$ cat src/rtl/serial_adder_arbiter.sv
// serial_adder_arbiter
//   Bit-serial adder that two requesters share through a round-robin arbiter.
//   One full adder, built from two chained half adders, processes one bit per
//   cycle, LSB first, over WIDTH cycles. Operands are captured at grant, and the
//   result is delivered with a one-cycle done pulse.
//
//   Optional build macro: OVERFLOW_FLAG_EN
//     When it is defined, the block adds an 'overflow' output that holds the
//     two's-complement signed overflow of the last completed add.
//
// Ports:
//   clk        system clock, rising edge
//   rst_n      asynchronous active-low reset
//   req_0/1    level add requests, held until the matching grant
//   a_0/b_0    requester 0 operands, sampled at grant
//   a_1/b_1    requester 1 operands, sampled at grant
//   gnt_0/1    one-cycle pulse, high once that requester's operands are captured
//   busy       operation in flight (registered, lags state by one cycle)
//   done       one-cycle pulse, high when sum/carry_out are valid
//   done_id    index of the requester whose add just completed
//   sum        result modulo 2^WIDTH, held until the next done
//   carry_out  carry out of the MSB, held with sum
//   overflow   (OVERFLOW_FLAG_EN only) signed overflow, held with sum
//
// States:
//   IDLE  | arbitrate and capture operands on grant
//   SHIFT | add one bit per cycle, WIDTH cycles in total
//   DONE  | publish sum/carry_out and pulse done

module serial_adder_arbiter #(
  parameter int WIDTH = 8
) (
  input  logic             clk,
  input  logic             rst_n,
  input  logic             req_0,
  input  logic [WIDTH-1:0] a_0,
  input  logic [WIDTH-1:0] b_0,
  input  logic             req_1,
  input  logic [WIDTH-1:0] a_1,
  input  logic [WIDTH-1:0] b_1,
  output logic             gnt_0,
  output logic             gnt_1,
  output logic             busy,
  output logic             done,
  output logic             done_id,
  output logic [WIDTH-1:0] sum,
  output logic             carry_out
`ifdef OVERFLOW_FLAG_EN
  ,
  output logic             overflow
`endif
);

  localparam int CW = $clog2(WIDTH + 1);
  localparam logic [CW-1:0] CNT_LAST = CW'(WIDTH - 1);

  typedef enum logic [1:0] {IDLE, SHIFT, DONE} state_t;

  state_t           state;
  logic [WIDTH-1:0] a_sr;
  logic [WIDTH-1:0] b_sr;
  logic [WIDTH-1:0] acc;
  logic             carry;
  logic [CW-1:0]    cnt;
  logic             last_served;
  logic             cur_id;
`ifdef OVERFLOW_FLAG_EN
  logic             carry_msb_in;
`endif

  logic ha1_s, ha1_c, ha2_s, ha2_c, carry_next;

  assign ha1_s      = a_sr[0] ^ b_sr[0];
  assign ha1_c      = a_sr[0] & b_sr[0];
  assign ha2_s      = ha1_s ^ carry;
  assign ha2_c      = ha1_s & carry;
  assign carry_next = ha1_c | ha2_c;

  always_ff @(posedge clk or negedge rst_n) begin
    if (!rst_n) begin
      state        <= IDLE;
      gnt_0        <= 1'b0;
      gnt_1        <= 1'b0;
      busy         <= 1'b0;
      done         <= 1'b0;
      done_id      <= 1'b0;
      sum          <= '0;
      carry_out    <= 1'b0;
      a_sr         <= '0;
      b_sr         <= '0;
      acc          <= '0;
      carry        <= 1'b0;
      cnt          <= '0;
      last_served  <= 1'b1;
      cur_id       <= 1'b0;
`ifdef OVERFLOW_FLAG_EN
      carry_msb_in <= 1'b0;
      overflow     <= 1'b0;
`endif
    end else begin
      gnt_0 <= 1'b0;
      gnt_1 <= 1'b0;
      done  <= 1'b0;
      busy  <= (state != IDLE);
      case (state)
        IDLE: begin
          // On a tie, requester 0 wins when requester 1 was the last one served.
          if (req_0 && (!req_1 || last_served)) begin
            gnt_0       <= 1'b1;
            a_sr        <= a_0;
            b_sr        <= b_0;
            acc         <= '0;
            carry       <= 1'b0;
            cnt         <= '0;
            cur_id      <= 1'b0;
            last_served <= 1'b0;
            state       <= SHIFT;
          end else if (req_1) begin
            gnt_1       <= 1'b1;
            a_sr        <= a_1;
            b_sr        <= b_1;
            acc         <= '0;
            carry       <= 1'b0;
            cnt         <= '0;
            cur_id      <= 1'b1;
            last_served <= 1'b1;
            state       <= SHIFT;
          end
        end
        SHIFT: begin
          a_sr  <= {1'b0, a_sr[WIDTH-1:1]};
          b_sr  <= {1'b0, b_sr[WIDTH-1:1]};
          acc   <= {ha2_s, acc[WIDTH-1:1]};
          carry <= carry_next;
          cnt   <= cnt + 1'b1;
          if (cnt == CNT_LAST) begin
`ifdef OVERFLOW_FLAG_EN
            carry_msb_in <= carry;
`endif
            state <= DONE;
          end
        end
        DONE: begin
          sum       <= acc;
          carry_out <= carry;
          done      <= 1'b1;
          done_id   <= cur_id;
`ifdef OVERFLOW_FLAG_EN
          overflow  <= carry_msb_in ^ carry;
`endif
          state     <= IDLE;
        end
        default: state <= IDLE;
      endcase
    end
  end

endmodule
$ cat config.mk
export PLATFORM = sky130hd
export DESIGN_NAME = serial_adder_arbiter
export DESIGN_NICKNAME = d
export VERILOG_FILES = /design/src/rtl/serial_adder_arbiter.sv
export SDC_FILE = /design/constraint.sdc
export NUM_CORES = 1
export LEC_CHECK = 0
export CORE_ASPECT_RATIO = 1.4
export CORE_MARGIN = 5
export CORE_UTILIZATION = 40
export DETAILED_ROUTE_END_ITERATION = 10
export PLACE_DENSITY = 0.62
export SYNTH_ARGS = -nofsm -noshare
export SYNTH_HDL_FRONTEND = slang
export SYNTH_SLANG_ARGS = --single-unit
$ cat constraint.sdc
create_clock -name clk -period 1.86 [get_ports clk]
set_clock_uncertainty 0.05 [all_clocks]
set_input_delay 0.279 -clock clk [delete_from_list [all_inputs] [get_ports clk]]
set_output_delay 0.279 -clock clk [all_outputs]
set_load 0.05 [all_outputs]
**Yosys cells after proc, flatten, opt, wreduce, memory -nomap -nowiden**

Cells that the tools add are included.

- Add/subtract/negate cells: 1
- Eq/ne operators: 5
- Muxes and demuxes: 27
- Bitwise operators: 5
- Reduce and logical (&&, ||, !) cells: 10

Operators with widths:

| operator | number |
|---|---|
| $mux 8 | 6 |
| $pmux 8 s2 | 3 |
| $mux 1 | 10 |
| $mux 4 | 2 |
| $pmux 4 s2 | 1 |
| $mux 2 | 3 |
| $reduce_and 2->1 | 3 |
| $reduce_bool 2->1 | 3 |
| $add 4x1->4 const B | 1 |
| $eq 4x3->1 const B | 1 |
| $pmux 2 s2 | 1 |
| $ne 3x3->1 const B | 1 |
| $and 1x1->1 | 2 |
| $eq 2x1->1 const B | 1 |
| $eq 2x2->1 const B | 1 |
| $logic_not 2->1 | 1 |
| $ne 2x2->1 const B | 1 |
| $pmux 1 s2 | 1 |
| $xor 1x1->1 | 2 |
| $logic_and 1x1->1 | 1 |
| $logic_not 1->1 | 1 |
| $logic_or 1x1->1 | 1 |
| $or 1x1->1 | 1 |

- Bits in registers: 47
- Input port bits: 36
- Output and inout bits: 14
- Word-level logic and storage cells: 63

**Depth between registers and ports, before layout**

Gate-level depths: netlist of run 1.

- Word-level depth: 5
- Gate-level depth with buffers: 7
- Depth with buffers taken out: 4

**Worst setup path before layout of run 1**

No wires, ideal clock.

- Path kind: reg2reg
- Start: register last_served
- End: register a_sr[0]
- Library setup time: 0.123 ns
- Arrival: 1.266 ns
- Path slack: 0.421 ns
- Cell stages (with the launch flop): 7
- Path buffers: 2
- Clock period less this slack: 1.439 ns
- Cells stage by stage: dfstp_2 > nand2b_1 > buf_2 > nand2_4 > buf_4 > a21oi_1 > o31ai_2

- Word-level cells in the longest chain between the ends: 4
- Elaborated cells between the ends (all ways): 6
- Those cells by class: 1 x eq/ne; 2 x mux; 3 x reduce/logical

Ends and longest elaborated chain:

| item | line | source |
|---|---|---|
| start, declared | 65 | `logic last_served;` |
| start signal, assigned | 94 | `last_served <= 1'b1;` |
| start signal, assigned | 116 | `last_served <= 1'b0;` |
| start signal, assigned | 126 | `last_served <= 1'b1;` |
| $logic_or 1x1->1 (*) | 108 | `if (req_0 && (!req_1 \|\| last_served)) begin` |
| $logic_and 1x1->1 (*) | 108 |  |
| $mux 8 or $ne 3x3->1 (tied branches) | -- |  |
| $pmux 8 s2 or $reduce_and 2->1 (tied branches) | -- |  |
| end signal, assigned | 131 | `a_sr <= {1'b0, a_sr[WIDTH-1:1]};` |
| end, declared | 60 | `logic [WIDTH-1:0] a_sr;` |

Every way passes the cells marked *; elsewhere a longest branch is shown, timed or not.
A chain may end at the register's enable or synchronous reset.

**Worst setup path in the final report of run 1**

- Start: register sum[5]
- End: output port sum[5]

RTL lines:

| item | line | source |
|---|---|---|
| start, declared | 46 | `output logic [WIDTH-1:0] sum,` |
| start signal, assigned | 87 | `sum <= '0;` |
| start signal, assigned | 144 | `sum <= acc;` |

No word-level cell between the ends.

==> impl_metrics.yaml, run 1 <==
clock_network:
  clk_latency_ns: 0.30
  clk_pin_slew_ns: 0.09
  cts-resized-gates: 0
  post_cts_buffers: 0
  numCtsBuffers: 5
  cts_tree: "done"
  clockBufferDepth: 2
  cts_root_buffer: "clkbuf_8"
  cts_max_level: 2
  cts_sinks: 47
sta:
  holdWs_ns: 0.393
  fin_ws_ns: 0.0852
  hold_violations: 0
  slew_headroom: 0.670
  fmax_mhz: 563
  worstMarginPinSlew_ns: 0.493
  fin_crit_sh: 0.954
  period_minus_slack_ns: 1.77
  rsz0062_at_grt: "no"
  setup_viol: 0
  finalMaxSlewViolations: 0
finish:
  drive_above_1_share: 0.289
  design_area_sq_um: 2890
  post-route-util: 0.524
  diodes: 0
  nFillCells: 503
  nNetsFinal: 279
  area_growth_pct: 27.6
worst_hold_path:
  min_from: "cnt[3]"
  hp-class: "reg2reg"
setup_path:
  cp_cell_sequence: "clkdlybuf4s50_1"
  critPathKind: "reg2out"
  path_max_fanout: 2
  required_ns: 1.53
  worstPathArrival_ns: 1.45
  cp-end-kind: "output pin"
  slowest_delay_ns: 0.80
  cp_top_family: "buffers and inverters"
  crit_path_start_kind: "flip-flop"
  r2r_start: "last_served"
  crit_start: "sum[5]"
  crit_buf_inv: 1
  slowest_stage: "clkdlybuf4s50_1"
placement:
  dp_hpwl_mm: 3.19
  place_area_sq_um: 2800
  pre_cts_slack_ns: -0.0219
  port_buffers: 49
  gp_congestion: 0.706
synth:
  yosysTopAreaCell: "dfrtp_1"
  syn_nets: 229
  synth.ff_latch_count: 47
  ys_seq_area_frac: 0.519
  synth_warnings: 0
  synth_area_sq_um: 2270
  synth_area_per_cell_sq_um: 11.9
  ys_types: 34
  synth_area_leaders: "dfrtp_1 51%, o31ai_2 8.8%, a31o_2 4.6%, mux2_2 4.5%, nor2b_1 4.4%"
  synth_cells: 191
  synth_top_area_frac: 0.508
floorplanning:
  core_area_sq_um: 5530
  die_area_sq_um: 7300
  die_height_um: 99.1
  std_cell_rows: 32
  io_pins: 50
  die_x_um: 73.6
  start_util: 0.410
detailed_routing:
  met2_length_mm: 2.35
  dr_wl_met3_um: 211
  wl_met1_mm: 1.91
  antenna_left: 0
  top_layer: "met4"
  vias_per_cell: 5.24
  vias: 1623
  wl_per_cell_um: 14.6
  drtIter0Drc: 63
  dr.pass1.iters: 4
  wl_mm: 4.53
  drc: 0
run_status:
  outcome: "finished clean"
global_route:
  grt_overflow: 0
  grt_usage: 0.135
  grt_pass1_vias: 1636
  antenna_found_initial: 0
  grt_first_pass_wirelength_mm: 7.74
  grt_max_degree: 48
power_and_ir_drop:
  cellInternalPower_mw: 2.55
  p_leak_nw: 1.28
  powerDensity_nw_per_um2: 1430
  p_sw_frac: 0.386
  p_comb_frac: 0.444
  seqPwrFrac: 0.408
  peakVddDrop_mv: 0.594
  power.share.clock: 0.148
  net-switching-power_mw: 1.60
job:
  drv_cap: 0
-- flip-flops by register name, summed over array words and instances, names as in the netlist, 2 cells and up --
name / cells
state: 2
a_sr: 8
b_sr: 8
cnt: 4
sum: 8
acc: 8
-- power groups by stage --
| stage | registers, mW | logic (mW) | clock network, mW |
|---|---|---|---|
| finish | 1.69 | 1.84 | 0.613 |
| global route | 1.75 | 2.03 | 0.670 |
| CTS | 1.70 | 1.88 | 0.629 |
| detailed placement | 1.72 | 1.87 | 0 |
| global placement | 1.71 | 1.84 | 0 |
| floorplan | 1.98 | 1.11 | 0 |
-- cells in the final DEF, fill, tap and decap left out, drive strengths merged, types with 2 or more instances in the layout --
cell type / count
nand2: 21
dfrtp: 46
nand2b: 3
clkbuf: 6
inv: 3
o21ai: 3
a22o: 10
a21oi: 17
nor3: 2
a31o: 14
mux2: 10
nor2: 3
nor2b: 16
clkdlybuf4s50: 41
buf: 17
mux2i: 2
o31ai: 16
-- final timing paths --
check,to,slack (ns),cells past startpoint
max,sum[5],0.09,1
min,state[1],0.39,1
max reg2reg,b_sr[2],0.34,5
min reg2reg,state[1],0.39,1
max in group asynchronous,last_served,1.05,3
min in group asynchronous,b_sr[7],0.41,3
-- area by class of cell --
cell class / instances / area, sq um / area share
Clock buffer: 6 / 72.6 / 0.0251
Clock inverter: 2 / 12.5 / 0.00433
Inverter: 3 / 11.3 / 0.00389
Multi-Input combinational cell: 125 / 963 / 0.333
Sequential cell: 47 / 1180 / 0.407
Tap cell: 68 / 85.1 / 0.0294
Timing Repair Buffer: 59 / 571 / 0.197
-- routing by layer --
layer | vias up | GRT usage
li1 | 787 | -
met1 | 792 | 0.166
met2 | 37 | 0.230
met3 | 7 | 0.0327
met4 | 0 | 0.0377
met5 | - | 0
-- metrics by stage --
step           power (mW)  instances  setup TNS [ns]
2_1_floorplan        3.10        191               0
3_3_place_gp         3.55        301         -0.0110
3_5_place_dp         3.60        301         -0.0317
4_1_cts              4.21        310               0
5_1_grt              4.46        310               0
6_report             4.15        310               0
-- kinds of logic (layout without fill, tap and decap cells) --
| logic type | after synthesis | count (layout) | share of synthesized area |
|---|---|---|---|
| muxes | 12 | 12 | 0.0585 |
| adders and majority gates | 2 | 2 | 0.0143 |
| AOI/OAI and AO/OA | 63 | 63 | 0.241 |
| and+or+nand+nor | 48 | 48 | 0.110 |
| buffers and inverters | 19 | 70 | 0.0568 |
| DFF | 47 | 47 | 0.519 |
-- Yosys cell counts --
library cell / count
dfrtp_1: 46
nand2_1: 20
nor2b_1: 16
o31ai_2: 16
a21oi_1: 13
a31o_2: 12
a22o_1: 10
mux2_2: 9
buf_2: 6
buf_6: 6
a21oi_2: 4
inv_1: 3
nand2b_1: 3
nor2_1: 3
a31o_1: 2
clkbuf_1: 2
mux2i_1: 2
o21ai_0: 2
a31oi_1: 1
a41oi_1: 1
and3_1: 1
buf_4: 1
clkbuf_2: 1
dfstp_2: 1
fa_1: 1
ha_1: 1
mux2_1: 1
nand2_4: 1
nand3_1: 1
nor3_1: 1
nor3_2: 1
o21ai_1: 1
o22ai_1: 1
or2_1: 1
-- repair_timing --
| item | in CTS | in global routing |
|---|---|---|
| endpoints found under the hold margin | 46 | 0 |
| setup endpoints to repair | 0 | 0 |
| hold buffers | 1 | 0 |
Power figures use the tool's default switching activity.
==> run 2: changes to the inputs <==
--- a/config.mk
+++ b/config.mk
@@ -7,9 +7,10 @@
 export LEC_CHECK = 0
 export CORE_ASPECT_RATIO = 1.4
 export CORE_MARGIN = 5
-export CORE_UTILIZATION = 40
+export CORE_UTILIZATION = 50
 export DETAILED_ROUTE_END_ITERATION = 10
-export PLACE_DENSITY = 0.62
+export PLACE_DENSITY = 0.75
+export SLEW_MARGIN = 10
 export SYNTH_ARGS = -nofsm -noshare
 export SYNTH_HDL_FRONTEND = slang
 export SYNTH_SLANG_ARGS = --single-unit
==> run 2 against run 1 <==
Against the previous run:
- die area decreased by 18%
- first-iteration DRC count fell by 7.9%
- non-clock buffer count grew 1
- largest cell class unchanged
- highest routed layer unchanged
==> impl_metrics.yaml, run 2 (synthesized netlist as in run 1, its figures left out) <==
setup_path:
  cp_top_family: "buffers and inverters"
  critPathKind: "reg2out"
  path_depth: 1
  path_max_fanout: 2
  r2r_slack_ns: 0.35
  crit_start: "sum[6]"
  slowest_delay_ns: 0.80
  r2r_end: "b_sr[1]"
  r2r_cells: 5
  r2r_start: "last_served"
  cp_cell_sequence: "clkdlybuf4s50_1"
  cp-end-kind: "output pin"
  required_ns: 1.53
  critPathCapture: "sum[6]"
  crit_path_start_kind: "flip-flop"
  worstPathArrival_ns: 1.45
  crit_buf_inv: 1
  slowest_stage: "clkdlybuf4s50_1"
global_route:
  grt_usage: 0.158
  grt_pass1_vias: 1544
  antenna_found_initial: 0
  grt_max_degree: 47
  grt_first_pass_wirelength_mm: 7.13
  grt_overflow: 0
floorplanning:
  die_height_um: 89.7
  die_area_sq_um: 6000
  io_pins: 50
  start_util: 0.508
  die_x_um: 66.9
  core_area_sq_um: 4460
  std_cell_rows: 29
finish:
  final_cell_mix: "46 x dfrtp_1, 44 x clkdlybuf4s50_1, 20 x nand2_1"
  regArea_sq_um: 1180
  multi_input_area_sq_um: 963
  layout_commonest_cell: "dfrtp_1"
  nNetsFinal: 280
  diodes: 0
  area_growth_pct: 27.9
  drive_above_1_share: 0.280
  nFillCells: 393
placement:
  gp_congestion: 0.721
  pre_cts_slack_ns: 0.00000799
  port_buffers: 49
  dp_hpwl_mm: 3.06
sta:
  rsz0062_at_grt: "no"
  slew_headroom: 0.667
  finalMaxSlewViolations: 0
  hold_violations: 0
  fin_crit_sh: 0.955
  worstMarginPinSlew_ns: 0.500
  tns_ns: 0
  setup_viol: 0
  fmax_mhz: 563
  fin_ws_ns: 0.0843
  period_minus_slack_ns: 1.78
job:
  drv_cap: 0
detailed_routing:
  antenna_left: 0
  vias_per_cell: 5.22
  wl_per_cell_um: 13.8
  dr.pass1.iters: 4
  drc: 0
  wl_mm: 4.21
  drtIter0Drc: 58
  vias: 1593
clock_network:
  cts_tree: "done"
  numCtsBuffers: 5
  clk_pin_slew_ns: 0.09
  cts_root_buffer: "clkbuf_8"
  cts_max_level: 2
  cts_sinks: 47
  clk_latency_ns: 0.30
  clockBufferDepth: 2
  cts-resized-gates: 0
power_and_ir_drop:
  p_leak_nw: 1.28
  peakVddDrop_mv: 0.560
  powerDensity_nw_per_um2: 1430
worst_hold_path:
  hp-class: "in2async"
run_status:
  outcome: "finished clean"
==> run 2: area by class of cell <==
type	count	share of cell area
Sequential cell	47	0.406
Multi-Input combinational cell	125	0.332
Tap cell	62	0.0267
Clock buffer	6	0.0250
Timing Repair Buffer	60	0.202
Clock inverter	2	0.00431
Inverter	3	0.00388
==> run 2: how the worst min path moves through the flow <==
stage	cells after the start	from	to
detailed placement	1	rst_n	sum[1]
CTS	2	rst_n	sum[1]
global route	2	rst_n	state[0]
global placement	1	rst_n	sum[1]
floorplan	0	rst_n	a_sr[0]
finish	2	rst_n	state[0]
==> run 2: timing repair <==
action	4_1_cts	5_1_grt
hold endpoints to repair	9	0
buffers inserted	0	0
hold buffers	1	0
setup endpoints to repair	0	0
==> run 2: per-stage QoR <==
step	total power [mW]	cells	hold slack [ns]	cell area, sq um	util
CTS	4.20	305	0.347	2900	0.650
detailed placement	3.60	296	0.120	2810	0.629
global route	4.44	305	0.365	2900	0.650
finish	4.15	305	0.339	2900	0.650
global placement	3.54	296	0.116	2810	0.629
floorplan	3.10	191	-0.0666	2270	-
==> run 2: where the power goes <==
group	switching, mW	internal (mW)	total (mW)
Combinational	1.00	0.857	1.86
Sequential	0.250	1.44	1.69
Clock	0.338	0.263	0.601
==> run 2: metal layers <==
metal | GRT usage | vias to the layer above | part of all wire
met3 | 0.0386 | 5 | 0.047
met5 | 0 | - | 0
met1 | 0.186 | 765 | 0.42
met4 | 0.0554 | 0 | 0.015
met2 | 0.279 | 39 | 0.52
li1 | - | 784 | -
==> RTL edit, RTL diff (settings of run 1) <==
`WIDTH`: 8 -> 4.
--- a/src/rtl/serial_adder_arbiter.sv
+++ b/src/rtl/serial_adder_arbiter.sv
@@ -30,3 +30,3 @@
 module serial_adder_arbiter #(
-  parameter int WIDTH = 8
+  parameter int WIDTH = 4
 ) (
Ports: changed (5 resized); port bits go from 50 to 30. The function was not compared with the original's and may differ.
==> RTL edit against run 1 <==
Total power decreased by 26%; sequential power decreased by 33%; largest power group unchanged; via count decreased by 43%; non-clock buffer count decreased by 27; final area decreased by 39%; synthesized area decreased by 40%; critical endpoint is now sum[1]; worst setup slack improved by 0.023 ns; sequential cell count decreased by 17; synthesized cell count decreased by 42%; highest routed layer unchanged; wire length decreased by 42%.
==> RTL edit: results <==
{
  "synth-xor-area-share_pct": 0,
  "cts_max_path_buffers": 2,
  "dp.cells": 176,
  "nets": 166,
  "syn-num-nets": 134,
  "fillers": 327,
  "synth_compound_area_share_pct": 18.1,
  "cts.clk_slew.worst_paths_ns": 0.06,
  "synthCells": 111,
  "p_comb_share_pct": 42.4,
  "postCtsSetupBuffers": 0,
  "peakVddDrop_uv": 742,
  "viasPerCell": 5.07,
  "cts_root_buffer": "clkbuf_8",
  "drive_above_1_share_pct": 20.1,
  "port_buffers": 29,
  "yosys.area_share.adder_pct": 3.32,
  "clockPowerShare_pct": 20.7,
  "grt_pass1_vias": 1027,
  "h-tree-depth": 2,
  "grt_max_degree": 31,
  "synth.yosys.warnings": 0,
  "combinationalPower_mw": 1.30,
  "worstPathMaxFanout": 2,
  "status": "finished, final reports clean",
  "reg2reg_to": "a_sr[2]",
  "globalRouteTotalUtil_pct": 13.1,
  "ys_types": 31,
  "worst_pin_slew_ns": 0.497,
  "hp-class": "in -> async",
  "switching_power_mw": 1.15,
  "synth.area.top_cells": "dfrtp_1 (54%), a22o_1 (3.9%), o31ai_2 (3.7%)",
  "synthTopCellsByCount": "dfrtp_1 (29), nand2_1 (10), a21oi_1 (7), nor2b_1 (7), a22o_1 (6)",
  "route.detailed.drc": 0,
  "gp_congestion": 0.740,
  "clk_latency_ns": 0.28,
  "critPathTopFamily": "buffers and inverters",
  "r2r_slack_ns": 0.39,
  "dp_hpwl_um": 1950,
  "first_iter_violations": 17,
  "grt_pass1_wl_um": 4660,
  "wl_um": 2640,
  "leakagePower_nw": 0.779,
  "core_area_mm2": 0.00332,
  "wl_per_cell_um": 14.3,
  "crit_arrival_ns": 1.42,
  "timing.hold.ws_ns": 0.336,
  "r2r_cells": 4,
  "synth.area.mux_share_pct": 6.46,
  "synth_seq_area_share_pct": 55.5
}
-- RTL edit: worst max-delay path by stage --
stage	startpoint	to	slack, ns
5_1_grt	busy	busy	0.06
4_1_cts	busy	busy	0.09
6_report	sum[1]	sum[1]	0.11
3_5_place_dp	req_1	b_sr[3]	0.04
2_1_floorplan	last_served	a_sr[2]	0.55
3_3_place_gp	req_1	b_sr[3]	0.08
-- RTL edit: metrics by stage --
step / instance area, um2 / setup WS, ns
after floorplan: 1360 / 0.547
after global placement: 1660 / 0.0766
after global routing: 1770 / 0.0596
after detailed placement: 1660 / 0.0387
after CTS: 1770 / 0.0939
final: 1770 / 0.108
-- RTL edit: layout make-up --
class	count	area share (%)
clock inverter	3	2.26
tap	40	2.83
inverter	2	0.424
sequential	30	42.5
timing repair buffer	32	17.5
multi-input combinational	72	30.6
clock buffer	5	3.89
-- RTL edit: routing by layer --
metal,routed length [um],up-vias,track usage [%]
met5,0,-,0
met4,24,0,4.99
met3,140,4,4.23
met2,1360,27,21.0
met1,1110,444,16.0
li1,-,457,-
